==> config.mk <==
export PLATFORM = sky130hd
export DESIGN_NAME = mux_scan_seq
export DESIGN_NICKNAME = d
export VERILOG_FILES = /design/src/rtl/mux_scan_seq.sv
export SDC_FILE = /design/constraint.sdc
export NUM_CORES = 1
export LEC_CHECK = 0
export CORE_MARGIN = 8
export CORE_UTILIZATION = 39
export CTS_BUF_LIST = sky130_fd_sc_hd__clkbuf_8
export CTS_CLUSTER_DIAMETER = 100
export DETAILED_ROUTE_END_ITERATION = 7
export GPL_TIMING_DRIVEN = 0
export PLACE_DENSITY = 0.84
export SLEW_MARGIN = 20
export SYNTH_ARGS = -nofsm -noshare
export SYNTH_HDL_FRONTEND = slang
export SYNTH_SLANG_ARGS = --single-unit
==> constraint.sdc <==
create_clock -name clk -period 1.45 [get_ports clk]
set_clock_uncertainty 0.05 [all_clocks]
set_input_delay 0.29 -clock clk [delete_from_list [all_inputs] [get_ports clk]]
set_output_delay 0.29 -clock clk [all_outputs]
set_load 0.005 [all_outputs]
==> src/rtl/mux_scan_seq.sv <==
// Registered N_CH:1 channel selector with a manual mode and an automatic scan mode.
// A scan sweep visits every channel once, in order, and spends DWELL cycles on each.
module mux_scan_seq #(
    parameter int WIDTH = 1,
    parameter int N_CH  = 8,
    parameter int DWELL = 1,
    localparam int SEL_W = $clog2(N_CH)
) (
    input  logic                  clk,
    input  logic                  rst_n,
    input  logic [N_CH*WIDTH-1:0] din,
    input  logic [SEL_W-1:0]      sel,
    input  logic                  mode,
    input  logic                  start,
    output logic [WIDTH-1:0]      dout,
    output logic [SEL_W-1:0]      dout_sel,
    output logic                  dout_valid,
    output logic                  busy,
    output logic                  done
);

    typedef enum logic {
        IDLE = 1'b0,
        SCAN = 1'b1
    } state_e;

    // A single-bit counter is kept for DWELL=1 so no zero-width vector is ever declared.
    localparam int CNT_W = (DWELL > 1) ? $clog2(DWELL) : 1;
    localparam logic [CNT_W-1:0] CNT_LAST = CNT_W'(DWELL - 1);
    localparam logic [SEL_W-1:0] PTR_LAST = SEL_W'(N_CH - 1);

    state_e             state_q, state_d;
    logic [SEL_W-1:0]   ptr_q, ptr_d;
    logic [CNT_W-1:0]   cnt_q, cnt_d;
    logic [WIDTH-1:0]   dout_q, dout_d;
    logic [SEL_W-1:0]   dout_sel_q, dout_sel_d;
    logic               dout_valid_q, dout_valid_d;
    logic               busy_q, busy_d;
    logic               done_q, done_d;

    logic [WIDTH-1:0]   ch [N_CH];
    logic               dwell_last;
    logic               sweep_end;

    for (genvar k = 0; k < N_CH; k++) begin : g_ch
        assign ch[k] = din[k*WIDTH +: WIDTH];
    end

    assign dwell_last = (cnt_q == CNT_LAST);
    assign sweep_end  = dwell_last && (ptr_q == PTR_LAST);

    // NOTE: the data path is reset along with the control state, because dout and
    // dout_sel must read 0 while rst_n is low, not merely carry a stale sample.
    always_ff @(posedge clk or negedge rst_n) begin
        if (!rst_n) begin
            state_q      <= IDLE;
            ptr_q        <= '0;
            cnt_q        <= '0;
            dout_q       <= '0;
            dout_sel_q   <= '0;
            dout_valid_q <= 1'b0;
            busy_q       <= 1'b0;
            done_q       <= 1'b0;
        end else begin
            // NOTE: non-blocking assignments so every register samples the pre-edge
            // values; blocking here would let later lines see already-updated state.
            state_q      <= state_d;
            ptr_q        <= ptr_d;
            cnt_q        <= cnt_d;
            dout_q       <= dout_d;
            dout_sel_q   <= dout_sel_d;
            dout_valid_q <= dout_valid_d;
            busy_q       <= busy_d;
            done_q       <= done_d;
        end
    end

    always_comb begin
        // NOTE: defaulting every output of the block first means no path leaves a
        // signal unassigned, so no latch can be inferred.
        state_d = state_q;
        unique case (state_q)
            IDLE: if (mode && start)        state_d = SCAN;
            SCAN: if (!mode || sweep_end)   state_d = IDLE;
            default:                        state_d = IDLE;
        endcase
    end

    always_comb begin
        ptr_d = '0;
        cnt_d = '0;
        if (state_q == SCAN && mode) begin
            if (dwell_last) begin
                cnt_d = '0;
                ptr_d = sweep_end ? '0 : ptr_q + 1'b1;
            end else begin
                cnt_d = cnt_q + 1'b1;
                ptr_d = ptr_q;
            end
        end
    end

    // Manual mode wins in either state, which is also how a scan is aborted.
    always_comb begin
        dout_d       = dout_q;
        dout_sel_d   = dout_sel_q;
        dout_valid_d = 1'b0;
        done_d       = 1'b0;
        if (!mode) begin
            dout_d       = ch[sel];
            dout_sel_d   = sel;
            dout_valid_d = 1'b1;
        end else if (state_q == SCAN) begin
            dout_d       = ch[ptr_q];
            dout_sel_d   = ptr_q;
            dout_valid_d = dwell_last;
            done_d       = sweep_end;
        end
        busy_d = (state_d == SCAN);
    end

    assign dout       = dout_q;
    assign dout_sel   = dout_sel_q;
    assign dout_valid = dout_valid_q;
    assign busy       = busy_q;
    assign done       = done_q;

endmodule

---- Word level (Yosys, flattened, before mapping) ----
Cells that the tools add are included.
storage, ports and cells
  bits in registers ....................... 11
  input bits .............................. 15
  output and inout port bits .............. 7
  logic and storage cells ................. 45
operators by class
  add/subtract/negate cells ............... 2
  order comparisons ....................... 2
  equal/unequal tests ..................... 3
  mux-type cells .......................... 22
  bitwise logic cells ..................... 4
  reductions and logical operators ........ 5
operator list
  cell                 number
  $mux 3               5
  $mux 1               14
  $ge 4x4->1 const B   2
  $not 3->4            2
  $bmux 1 s3           2
  $add 3x1->3 const B  1
  $eq 3x3->1 const B   1
  $logic_and 1x1->1    3
  $ne 2x1->1 const B   1
  $ne 2x2->1 const B   1
  $not 1->1            2
  $pmux 1 s2           1
  $add 1x1->1 const B  1
  $logic_not 1->1      1
  $logic_or 1x1->1     1

---- Longest topological paths before layout ----
  word-level depth ........................ 6
  gate-level depth with buffers ........... 4
  depth with buffers taken out ............ 4

---- Worst setup path after synthesis ----
Ideal clock, no wire load.
  path type ............................... register to register
  start point ............................. register ptr_q[0]
  end point ............................... register dout_q, in the netlist dout
  library setup time ...................... 0.131 ns
  arrival ................................. 1.178 ns
  required time ........................... 1.269 ns
  slack ................................... 0.091 ns
  cell stages (with the launch flop) ...... 4
  buffers on the path ..................... 0
  period minus slack after synthesis ...... 1.359 ns
  cells stage by stage .................... dfrtp_1 mux4_1 a22oi_1 nand4_1
between the ends
  cells in the longest elaborated chain, start to end .. 6
ends and longest elaborated chain
  item                                        RTL line  text
  from (decl)                                 33        logic [SEL_W-1:0] ptr_q, ptr_d;
  from (signal assigned)                      68        ptr_q <= ptr_d;
  $not 3->4 (not written as such)             114       dout_d = ch[ptr_q];
  $bmux 1 s3                                  114
  $mux 1 (not written as such) (2 in series)  114
  $mux 1                                      113       end else if (state_q == SCAN) begin
  $mux 1                                      109       if (!mode) begin
  to (signal assigned)                        70        dout_q <= dout_d;
  to (decl)                                   35        logic [WIDTH-1:0] dout_q, dout_d;
Every way passes these cells. The select of a mux whose other input is x is not followed.
A chain may end at the register's enable or synchronous reset.

---- Worst setup path in the final report ----
  start point ............................. input sel[1]
  end point ............................... register dout_q, in the netlist dout
between the ends
  cells in the longest elaborated chain, start to end .. 5
ends and longest elaborated chain
  item                                        RTL line  text
  from (decl)                                 12        input logic [SEL_W-1:0] sel,
  $not 3->4 (not written as such)             110       dout_d = ch[sel];
  $bmux 1 s3                                  110
  $mux 1 (not written as such) (2 in series)  110
  $mux 1                                      109
Every way passes these cells. The select of a mux whose other input is x is not followed.

==> summary.txt <==
Status: finished, final reports clean
Worst Path Max Fanout: 4
Clock-pin slew on the worst setup and hold paths: 0.05 ns
Routed WL: 1300 µm
Design area: 862 µm²
Row count: 13
Largest net degree at the start of global routing: 11
Filler cell count: 106
Vias: 448
Reg2reg start: ptr_q[0]
Seq/Total Area, Yosys: 44.8%
CTS tree: done
GPL Wtd Cong: 0.758
Fin. max-slew vios: 0
Yosys cell types: 20
Core Region: 0.00132 mm²
Root Driver: clkbuf_8
Setup violations, final: 0
Chip Height: 53.8 µm
Post-CTS Setup Inserts: 0
R2R Path End: dout
Share of layout cells above drive strength 1: 14.3%
Max clock buf depth: 2
Warnings, synthesis: 0
Sink Count: 10
CP endpoint kind: flip-flop
Starting Density: 42.4%
Routed len/inst: 15.2 µm
Syn_nets: 62
Final hold vios: 0
Crit Path Class: in2reg
Cell Area, Placed: 787 µm²
Post-synth top area cell: dfrtp_1
Initial antenna violation count: 0
Worst-Skew Late Latency: 0.23 ns
Post-synth EDFFs: 0
Area share of the largest cell type after synthesis: 44.8%
Number of global-route vias before repair: 478
Fin nets: 88
Post-layout min period: 1.44 ns
Detailed router's first-iteration violation count: 6
Drt pass-1 iters: 2
P_leak: 0.000455 µW
Max-Cap Viols: 0
Total grt overflow: 0
GRT Util Overall: 9.91%
# hold bufs at CTS: 0
WHS: 0.317 ns
Vias per cell: 5.27
R2R Setup Slk: 0.06 ns
HPWL after detailed placement: 997 µm
Top cells by area, synth: dfrtp_1 45%, mux4_1 14%, mux2i_1 11%
Worst EP required: 1.51 ns
Number of buffers created by CTS: 3
Post-synth top flop: dfrtp_1
DIE AREA: 0.00290 mm²
First-pass GRT wire length: 2100 µm
Number of diodes: 0
CP Launch Type: input pin
Post-Syn Instances: 45
PD cells: 935 mW/mm²
Worst relative slew slack: 70.7%
Worst slew pin tran: 0.439 ns
Post-route ant nets: 0
Reg2Reg Depth: 3
Chip width: 53.8 µm
WP data arrival: 1.50 ns
Avg Cell Area, Syn: 12.4 µm²
Port buffer count: 21
Residual DRC: 0
Max IR drop VDD: 0.536 mV
Final period utilization: 99.0%
Ports: 22
H-tree depth: 1
Area growth syn-to-layout: 54.5%
Worst min path class: in2async
FMAX: 697 MHz
Flops & latches, synth: 10
FFs w/ async S/R, synth: 100%
Post-Syn Area: 558 µm²
final cells by class:
cell class              instances  area [µm²]  area share [%]
repair buffers                 21         226            26.3
clock buffers                   4        55.1            6.39
plain buffers                   2        16.3            1.89
well taps                      15        18.8            2.18
multi-input cells              31         287            33.2
inverters                       2        7.51           0.871
flip-flops and latches         10         251            29.2
cell families after synthesis:
group           Yosys count  synth area share (%)
simple gates             15                  15.9
mux                       9                  24.9
fa+ha+maj                 2                  4.48
flops                    10                  44.8
buf+inv                   4                  4.04
compound gates            5                  5.83
synthesized netlist by cell type, types with 2 or more instances:
library cell and count:
nor2_1 3, ha_1 2, inv_1 2, mux4_1 3, dfrtp_1 10, mux2i_1 6
a21oi_1 3, and3_1 4
critical path, cell delays in order:
cell and delay, ns:
clkdlybuf4s50_1 0.57, mux4_2 0.35, a22oi_2 0.19, nand4_1 0.10
worst max path at each step:
stage / to / cells after the start / slack (ns) / start
after detailed placement: dout / 4 / -0.49 / sel[0]
final: dout / 4 / 0.01 / sel[1]
after CTS: busy / 1 / 0.001 / busy
after floorplan: dout / 3 / 0.09 / ptr_q[0]
after global placement: dout / 4 / -0.46 / sel[0]
after global routing: dout / 4 / -0.02 / sel[1]
cell usage in the layout, fill, tap and decap left out, drive strengths merged, types with 2 or more instances in the layout:
cell type      count
or3b               2
clkbuf             5
ha                 2
and3               4
inv                2
mux2i              6
nor2               3
mux4               3
dlymetal6s2s       7
clkdlybuf4s50     13
a21oi              3
dfrtp             10
flip-flops by register name, indices dropped and copies added (netlist names):
register    cells
dout_sel        3
ptr_q           3
busy            1
done            1
dout            1
dout_valid      1
per-layer routing:
metal	GRT usage (%)	part of all wire [%]
met1	11.1	43
met2	15.1	47
met3	6.06	8.2
met4	3.78	1.3
met5	0	0
per-stage QoR:
step | total power, µW | utilization [%] | setup WS [ns] | std cells | setup TNS (ns)
final | 806 | 65.4 | 0.0145 | 85 | 0
after CTS | 817 | 63.9 | 0.00131 | 85 | 0
after floorplan | 372 | - | 0.0912 | 45 | 0
after global routing | 846 | 65.4 | -0.0195 | 85 | -0.0195
after detailed placement | 464 | 59.7 | -0.486 | 81 | -0.676
after global placement | 461 | 59.7 | -0.462 | 81 | -0.540
what timing repair did:
action | CTS | global route
setup endpoints to repair | 1 | 5
pin swaps | 0 | 1
resized for setup | 2 | 10
power breakdown:
group,switching (µW),internal (µW),leakage (µW)
Sequential,10.4,298,0.000124
Combinational,53.7,94.6,0.000302
Clock,110,239,0.0000288
Total,174,632,0.000455
Note: power is estimated with default switching activity, not from simulation.
